$ cat config.mk
export PLATFORM = sky130hd
export DESIGN_NAME = lsu_mem_port
export DESIGN_NICKNAME = d
export VERILOG_FILES = /design/src/rtl/lsu_mem_port.sv
export SDC_FILE = /design/constraint.sdc
export NUM_CORES = 1
export LEC_CHECK = 0
export CAP_MARGIN = 20
export CORE_UTILIZATION = 25
export CTS_BUF_LIST = sky130_fd_sc_hd__clkbuf_4 sky130_fd_sc_hd__clkbuf_8 sky130_fd_sc_hd__clkbuf_16
export DETAILED_ROUTE_END_ITERATION = 16
export DONT_BUFFER_PORTS = 1
export PLACE_DENSITY = 0.4
export SYNTH_ARGS = -nofsm -noshare
export SYNTH_HDL_FRONTEND = slang
export SYNTH_SLANG_ARGS = --single-unit
$ cat constraint.sdc
create_clock -name clk -period 3.1 [get_ports clk]
set_clock_uncertainty 0.15 [all_clocks]
set_input_delay 0.465 -clock clk [delete_from_list [all_inputs] [get_ports clk]]
set_output_delay 0.465 -clock clk [all_outputs]
set_load 0.01 [all_outputs]
$ cat src/rtl/lsu_mem_port.sv
// Load/store initiator for the read-write port (port 2) of the byte-addressed data RAM.
// Takes one request at a time from the core, performs a single-cycle RAM access,
// and returns sign/zero-extended load data or an error flag.
// Optional feature macro: MISALIGN_TRAP_EN. When defined, misaligned half/word
// accesses are flagged as errors; otherwise they complete on the byte-granular RAM.
//
// state  | meaning
// IDLE   | ready for a new request
// ACCESS | drive RAM address; write pulse for stores, sample read data for loads
// RESP   | hold response until the core takes it
module lsu_mem_port #(
    parameter int unsigned MEM_BYTES = 1024
) (
    input  logic        clk,
    input  logic        rst,
    input  logic        req_valid,
    output logic        req_ready,
    input  logic        req_store,
    input  logic [2:0]  req_funct3,
    input  logic [31:0] req_addr,
    input  logic [31:0] req_wdata,
    output logic        rsp_valid,
    input  logic        rsp_ready,
    output logic [31:0] rsp_rdata,
    output logic        rsp_err,
    output logic [31:0] mem_addr,
    output logic [31:0] mem_wdata,
    output logic [3:0]  mem_wmask,
    output logic        mem_wen,
    input  logic [31:0] mem_rdata,
    output logic [31:0] n_loads,
    output logic [31:0] n_stores
);

    typedef enum logic [1:0] {
        S_IDLE   = 2'd0,
        S_ACCESS = 2'd1,
        S_RESP   = 2'd2
    } state_t;

    state_t      r_state;
    state_t      w_state_nxt;

    logic        r_store;
    logic [2:0]  r_funct3;
    logic [31:0] r_addr;
    logic [31:0] r_wdata;
    logic [31:0] r_rdata;
    logic        r_err;
    logic [31:0] r_n_loads;
    logic [31:0] r_n_stores;

    logic [32:0] w_size;
    logic [32:0] w_end;
    logic        w_illegal;
    logic        w_oob;
    logic        w_misalign;
    logic        w_req_err;
    logic [3:0]  w_mask;
    logic [31:0] w_lane_bits;
    logic [31:0] w_load_ext;

    // Classify the incoming request: legal funct3, range (no wrap), alignment.
    always_comb begin
        w_size = 33'd4;
        case (req_funct3[1:0])
            2'b00:   w_size = 33'd1;
            2'b01:   w_size = 33'd2;
            default: w_size = 33'd4;
        endcase
        if (req_store)
            w_illegal = req_funct3[2] | (req_funct3[1:0] == 2'b11);
        else
            w_illegal = (req_funct3 == 3'b011) | (req_funct3 == 3'b110) | (req_funct3 == 3'b111);
        w_end     = {1'b0, req_addr} + w_size;
        w_oob     = w_end > 33'(MEM_BYTES);
        w_req_err = w_illegal | w_oob | w_misalign;
    end

`ifdef MISALIGN_TRAP_EN
    assign w_misalign = ((req_funct3[1:0] == 2'b01) & req_addr[0]) |
                        ((req_funct3[1:0] == 2'b10) & (req_addr[1:0] != 2'b00));
`else
    assign w_misalign = 1'b0;
`endif

    // Byte mask and load extension for the latched request.
    always_comb begin
        case (r_funct3[1:0])
            2'b00:   w_mask = 4'b0001;
            2'b01:   w_mask = 4'b0011;
            default: w_mask = 4'b1111;
        endcase
        w_lane_bits = {{8{w_mask[3]}}, {8{w_mask[2]}}, {8{w_mask[1]}}, {8{w_mask[0]}}};
        case (r_funct3)
            3'b000:  w_load_ext = {{24{mem_rdata[7]}}, mem_rdata[7:0]};
            3'b001:  w_load_ext = {{16{mem_rdata[15]}}, mem_rdata[15:0]};
            3'b010:  w_load_ext = mem_rdata;
            3'b100:  w_load_ext = {24'h0, mem_rdata[7:0]};
            3'b101:  w_load_ext = {16'h0, mem_rdata[15:0]};
            default: w_load_ext = 32'h0;
        endcase
    end

    // State register.
    always_ff @(posedge clk) begin
        if (rst) r_state <= S_IDLE;
        else     r_state <= w_state_nxt;
    end

    // Next-state and RAM-side strobes; the write is gated by rst so a reset mid-access drops it.
    always_comb begin
        w_state_nxt = r_state;
        req_ready   = 1'b0;
        rsp_valid   = 1'b0;
        mem_wen     = 1'b0;
        mem_wmask   = 4'b0000;
        mem_wdata   = 32'h0;
        case (r_state)
            S_IDLE: begin
                req_ready = !rst;
                if (req_valid && !rst) w_state_nxt = S_ACCESS;
            end
            S_ACCESS: begin
                w_state_nxt = S_RESP;
                if (r_store && !r_err && !rst) begin
                    mem_wen   = 1'b1;
                    mem_wmask = w_mask;
                    mem_wdata = r_wdata & w_lane_bits;
                end
            end
            S_RESP: begin
                rsp_valid = 1'b1;
                if (rsp_ready) w_state_nxt = S_IDLE;
            end
            default: w_state_nxt = S_IDLE;
        endcase
    end

    // Request capture, load data capture and saturating completion counters.
    always_ff @(posedge clk) begin
        if (rst) begin
            r_store    <= 1'b0;
            r_funct3   <= 3'b000;
            r_addr     <= 32'h0;
            r_wdata    <= 32'h0;
            r_rdata    <= 32'h0;
            r_err      <= 1'b0;
            r_n_loads  <= 32'h0;
            r_n_stores <= 32'h0;
        end else begin
            if (r_state == S_IDLE && req_valid) begin
                r_store  <= req_store;
                r_funct3 <= req_funct3;
                r_addr   <= req_addr;
                r_wdata  <= req_wdata;
                r_err    <= w_req_err;
            end
            if (r_state == S_ACCESS)
                r_rdata <= (!r_store && !r_err) ? w_load_ext : 32'h0;
            if (r_state == S_RESP && rsp_ready && !r_err) begin
                if (r_store) begin
                    if (r_n_stores != 32'hFFFF_FFFF) r_n_stores <= r_n_stores + 32'd1;
                end else begin
                    if (r_n_loads != 32'hFFFF_FFFF) r_n_loads <= r_n_loads + 32'd1;
                end
            end
        end
    end

    assign mem_addr  = r_addr;
    assign rsp_rdata = r_rdata;
    assign rsp_err   = r_err;
    assign n_loads   = r_n_loads;
    assign n_stores  = r_n_stores;

endmodule
* After elaboration in Yosys (flattened, before gate mapping)
Cells that the tools add are included.
** Cells by class
- Reductions and logical operators :: 17
- Add/subtract/negate cells :: 3
- Eq/ne operators :: 16
- Bitwise gates (word level) :: 6
- Magnitude comparators :: 1
- Muxes and demuxes :: 16
** Operators with widths (count)
- one-hot mux 32 bit (5 select lines) :: 1
- 2-to-1 mux 32 bit :: 3
- adder 32 x 1 -> 32 bit, second input constant :: 2
- != test 32 bit, second input constant :: 2
- adder 32 x 33 -> 33 bit :: 1
- greater-than comparator 33 x 11 -> 1 bit, second input constant :: 1
- AND 32 bit :: 1
- == test 3 bit, second input constant :: 4
- 2-to-1 mux 4 bit :: 2
- one-hot mux 4 bit (2 select lines) :: 1
- logical AND 1 bit :: 7
- == test 2 x 1 -> 1 bit, second input constant :: 3
- == test 3 x 2 -> 1 bit, second input constant :: 2
- zero test 2 bit :: 3
- one-hot mux 2 bit (3 select lines) :: 1
- one-hot mux 3 bit (2 select lines) :: 1
- AND reduction 3 bit :: 2
- 2-to-1 mux 1 bit :: 5
- == test 2 bit, second input constant :: 2
- 2-to-1 mux 2 bit :: 2
- != test 2 bit, second input constant :: 2
- OR 1 bit :: 4
- == test 3 x 1 -> 1 bit, second input constant :: 1
- zero test 1 bit :: 3
- other kinds (3) :: 3
** Storage, ports and cells
- Word-level logic and storage cells :: 68
- Input bits :: 104
- Flip-flop bits (word level) :: 167
- Output and inout port bits :: 168

* Longest topological paths before layout
- Word-level depth :: 5
- Depth in mapped cells :: 10
- Depth with buffers taken out :: 10

* Worst setup path before layout
OpenSTA, ideal clock, no wires.
- Path type :: in2reg
- Start point :: input req_funct3[0]
- End point :: register r_err, in the netlist rsp_err
- Buffers on the path :: 0
- Required time :: 2.819 ns
- Library setup time :: 0.131 ns
- Setup slack :: 0.473 ns
- Cell stages on the path :: 10
- Arrival time :: 2.346 ns
- Path through :: nor2_1 ha_1 fa_1 a21oi_1 nor2_1 or4_1 a2111oi_0 a21oi_1 nor2_1 a31oi_1
** On the way
- Longest elaborated chain between the ends :: 5
- Elaborated cells between the ends (all ways) :: 14
- Classes of those cells :: add/sub: 1; order compare: 1; eq/ne: 5; mux: 2; bitwise: 4; reduce/logical: 1
** Ends and longest elaborated chain
- start: declaration :: line 19 : input logic [2:0] req_funct3,
- == test 2 x 1 -> 1 bit, or another cell as far along :: line 66 : case (req_funct3[1:0])
- one-hot mux 3 bit (2 select lines) or OR 1 bit (tied branches) :: line 66, 74
- adder 32 x 33 -> 33 bit or OR 1 bit (tied branches) :: line 75, 74
- greater-than comparator 33 x 11 -> 1 bit or 2-to-1 mux 1 bit (tied branches) :: line 76, 71
- OR 1 bit (*) :: line 77 : w_req_err = w_illegal | w_oob | w_misalign;
- end signal: assignment :: line 157 : r_err <= w_req_err;
- end: declaration :: line 49 : logic r_err;
Mark *: on every way between the ends. The rest lies on a longest branch, timed or not.
A chain may end at the register's enable or synchronous reset.

* Worst setup path in the final report
- Start point :: register r_n_stores[16], in the netlist n_stores[16]
- End point :: register r_n_stores[15], in the netlist n_stores[15]
** On the way
- Longest elaborated chain between the ends :: 2
** Ends and longest elaborated chain
- start: declaration :: line 51 : logic [31:0] r_n_stores;
- start signal: assignment :: line 163 : if (r_n_stores != 32'hFFFF_FFFF) r_n_stores <= r_n_stores + 32'd1;
- != test 32 bit :: line 163
- AND reduction 3 bit (no source line)
Every way passes these cells.

==> key figures <==
Finish
  • Proportion of layout cells with a drive suffix above 1: under 10%
  • Fill cell count: 3,244
  • Layout Area Growth over Synthesis: 25.1%
  • # diodes: 0
  • Final net count: 1,159

Route
  • Number of nets with antenna violations after detailed routing: 0
  • Via density per instance: 4.82
  • First-pass iteration count of the detailed router: 4
  • Vias: approximately 7,000
  • Post-detailed-route DRC marker count: 0
  • WL/cell: 17.0 µm
  • Detailed router's first-iteration violation count: 425
  • DRT Wirelength: 24,700 µm

Clocking
  • Post-CTS repair timing setup buffer count: 0
  • H-tree lvl count: 4
  • Total of cells resized after clock tree synthesis: 0
  • Clock latency reported for the late side of the worst-skew pair: 0.44 ns
  • Clock tree from TritonCTS: built
  • Maximum root-to-sink buffer count: 2
  • Number of clock buffers inserted by TritonCTS: 17
  • Number of sinks driven by the clock tree: approximately 170
  • Worst-path clk slew: 0.07 ns
  • CTS Root Buffer Type: clkbuf_16

Critical path
  • Worst Path Max Fanout: 10
  • Cell repeated most along the worst path: or4_1
  • CP max-delay cell: or4_1
  • Arrival time of data at the critical path endpoint: 2.96 ns
  • CP endpoint kind: flip-flop
  • Crit start category: flip-flop
  • Cell breakdown of the critical path: nand4_2 -> or4_1 -> or4_1 -> o21a_1 -> nand4_1 -> xor2_1 -> nor2_1
  • Largest incremental delay on the critical path: about 0.66 ns
  • Worst setup path class: reg2reg
  • CP required: 3.26 ns

Logic synthesis
  • Total number of yosys warnings: 0
  • Post-synthesis net count: 1,094
  • Number of distinct standard cells referenced by the synthesized netlist: 53
  • Post-synth top flop: dfxtp_1
  • Area fraction of the dominant cell type after synthesis: between 40 and 50%
  • Flip-flop and latch count after synthesis: 167
  • Sequential share of the synthesized area: 43.8%
  • Post-synth EDFFs: 0
  • Top cells by count, synth: nand2_1 (176), dfxtp_1 (167), a21oi_1 (127)
  • Top post-synthesis cells by area: dfxtp_1 (44%), nand2_1 (8.6%), a21oi_1 (8.3%)
  • Number of standard cells after synthesis: 984
  • Synthesized area: 7640 µm²
  • Cell with the most instances after synthesis: nand2_1
  • Avg Inst Size Synth: ~7.8 µm²
  • Yosys top cell by area: dfxtp_1
  • Ys async rst share: 0%

Place
  • Routability congestion estimate: 0.726
  • Placed wire-length estimate after detailed placement: between 15,000 and 20,000 µm
  • Number of port buffers: 0

Global routing
  • Global route total overflow: 0
  • Initial antenna violation count: 0
  • Number of global-route vias before repair: a little under 7,000
  • Aggregate global-route resource usage: 15.8%
  • First-pass GRT wire length: 38,400 µm
  • Largest net degree at the start of global routing: 139

STA
  • Max frequency: 0.356 GHz
  • Final setup violation count: 0
  • Min cycle time layout: 2.81 ns
  • Total negative slack for setup checks: 0 ns
  • Final number of max-transition violations: 0
  • Period Utilization, post-route: 90.6%
  • RSZ-0062 raised after global routing: no
  • Fin. Hold Viols: 0
  • Relative slew slack: a little under half
  • Transition time of the tightest slew-check pin: 0.822 ns

Power
  • Leak pwr: 3.50 nW
  • Total chip power: approximately 0.005 W
  • Maximum resistive drop on vdd: 0.000322 V
  • Power per standard cell area: 534 nW/µm²

Floorplanning
  • Floorplan die area: approximately 31,000 µm²
  • Die outline width: 177 µm
  • Initial core utilization: 25.6%
  • Number of top-level pins: approximately 270
  • Height of the die: 177 µm
  • Site row count: 63
  • Placeable core area: ~30,000 µm²

Flow run
  • Max-Cap Viols: 0

Min path
  • Path type of the worst min-delay path: in2reg

Run status
  • Status: completed
==> cell type report <==
cell class	instances	area (µm²)	area share [%]
Sequential cell	167	3340	35.0
Timing Repair Buffer	106	1020	10.6
Tap cell	390	488	5.11
Clock inverter	15	213	2.23
Inverter	16	60.1	0.629
Multi-Input combinational cell	741	4010	42.0
Clock buffer	17	425	4.45
==> flip-flops by register name, summed over array words and instances, names as in the netlist <==
| register | count |
|---|---|
| mem_addr | 32 |
| n_loads | 32 |
| n_stores | 32 |
| r_wdata | 32 |
| rsp_rdata | 32 |
| r_funct3 | 3 |
| r_state | 2 |
| r_store | 1 |
| rsp_err | 1 |
==> logic make-up after synthesis <==
family / count (synthesis) / share of synthesized area, %
muxes: 4 / 0.524
AOI/OAI and AO/OA: 192 / 14.1
and+or+nand+nor: 479 / 29.7
DFF: 167 / 43.8
xor gates and xnor gates: 60 / 6.88
buffers and inverters: 76 / 3.96
adders and majority gates: 6 / 1.08
==> stage by stage <==
step | hold slack (ns) | std cells | util, % | area (µm²) | setup WS [ns]
CTS | 0.0223 | 1452 | 32.0 | 9560 | 0.272
floorplan | 0.282 | 984 | - | 7640 | 0.473
global route | 0.0322 | 1452 | 32.0 | 9560 | 0.123
finish | 0.0612 | 1452 | 32.0 | 9560 | 0.291
global placement | 0.283 | 1344 | 27.2 | 8140 | 0.392
detailed placement | 0.286 | 1344 | 27.2 | 8140 | 0.319
==> metal layers <==
layer  up-vias  track usage, %  part of all wire, %  routed length (µm)
met3        17            5.20                  7.2                1780
met1      3292            19.7                   45               11200
li1       3490               -                    -                   -
met2       196            25.7                   46               11400
met4         0            4.89                  1.1                 278
met5         -               0                    0                   0
==> what timing repair did <==
action                                  4_1_cts  5_1_grt
endpoints found under the hold margin       165        0
hold buffers                                 76        0
endpoints found under the setup margin        0        0
==> path summary, 6_finish.rpt <==
path	startpoint	to	slack, ns	depth (start not counted)
worst min register to register	r_wdata[31]$_SDFFE_PP0P_	r_wdata[31]$_SDFFE_PP0P_	0.30	2
worst max-delay path	n_stores[16]$_SDFFE_PP0P_	n_stores[15]$_SDFFE_PP0P_	0.29	7
worst min-delay path	req_valid	r_state[0]$_SDFFE_PP0P_	0.06	1
worst max register to register	n_stores[16]$_SDFFE_PP0P_	n_stores[15]$_SDFFE_PP0P_	0.29	7
==> critical path: cells and delay by family (launching register included) <==
family           cells  cell delay, ns
AO/OA/AOI/OAI        1            0.40
AND/OR/NAND/NOR      5            1.49
XOR/XNOR             1            0.16
flip-flops           1            0.45
==> power breakdown <==
group	switching, W	internal (W)	total (W)
Combinational	0.000254	0.000190	0.000444
Sequential	0.0000692	0.00222	0.00229
Clock	0.00100	0.00137	0.00237
Total	0.00132	0.00378	0.00511
==> cells in the final DEF, fill, tap and decap left out, types with 3 or more instances in the layout <==
master / instances
bufinv_16: 4
or3_1: 14
and2_1: 25
nor4_1: 8
nor2b_1: 6
xnor2_1: 26
buf_4: 29
nor2_1: 121
ha_1: 5
clkbuf_16: 17
mux2i_1: 4
nor3_1: 16
a22oi_1: 16
nand2_1: 175
o21ai_0: 23
or4_1: 3
dlygate4sd3_1: 75
and3_1: 27
a31oi_1: 9
inv_1: 15
nand3_1: 35
dfxtp_1: 167
and4_1: 10
a21oi_1: 127
xor2_1: 34
nand4_1: 20
inv_6: 6
Power figures use the tool's default switching activity.
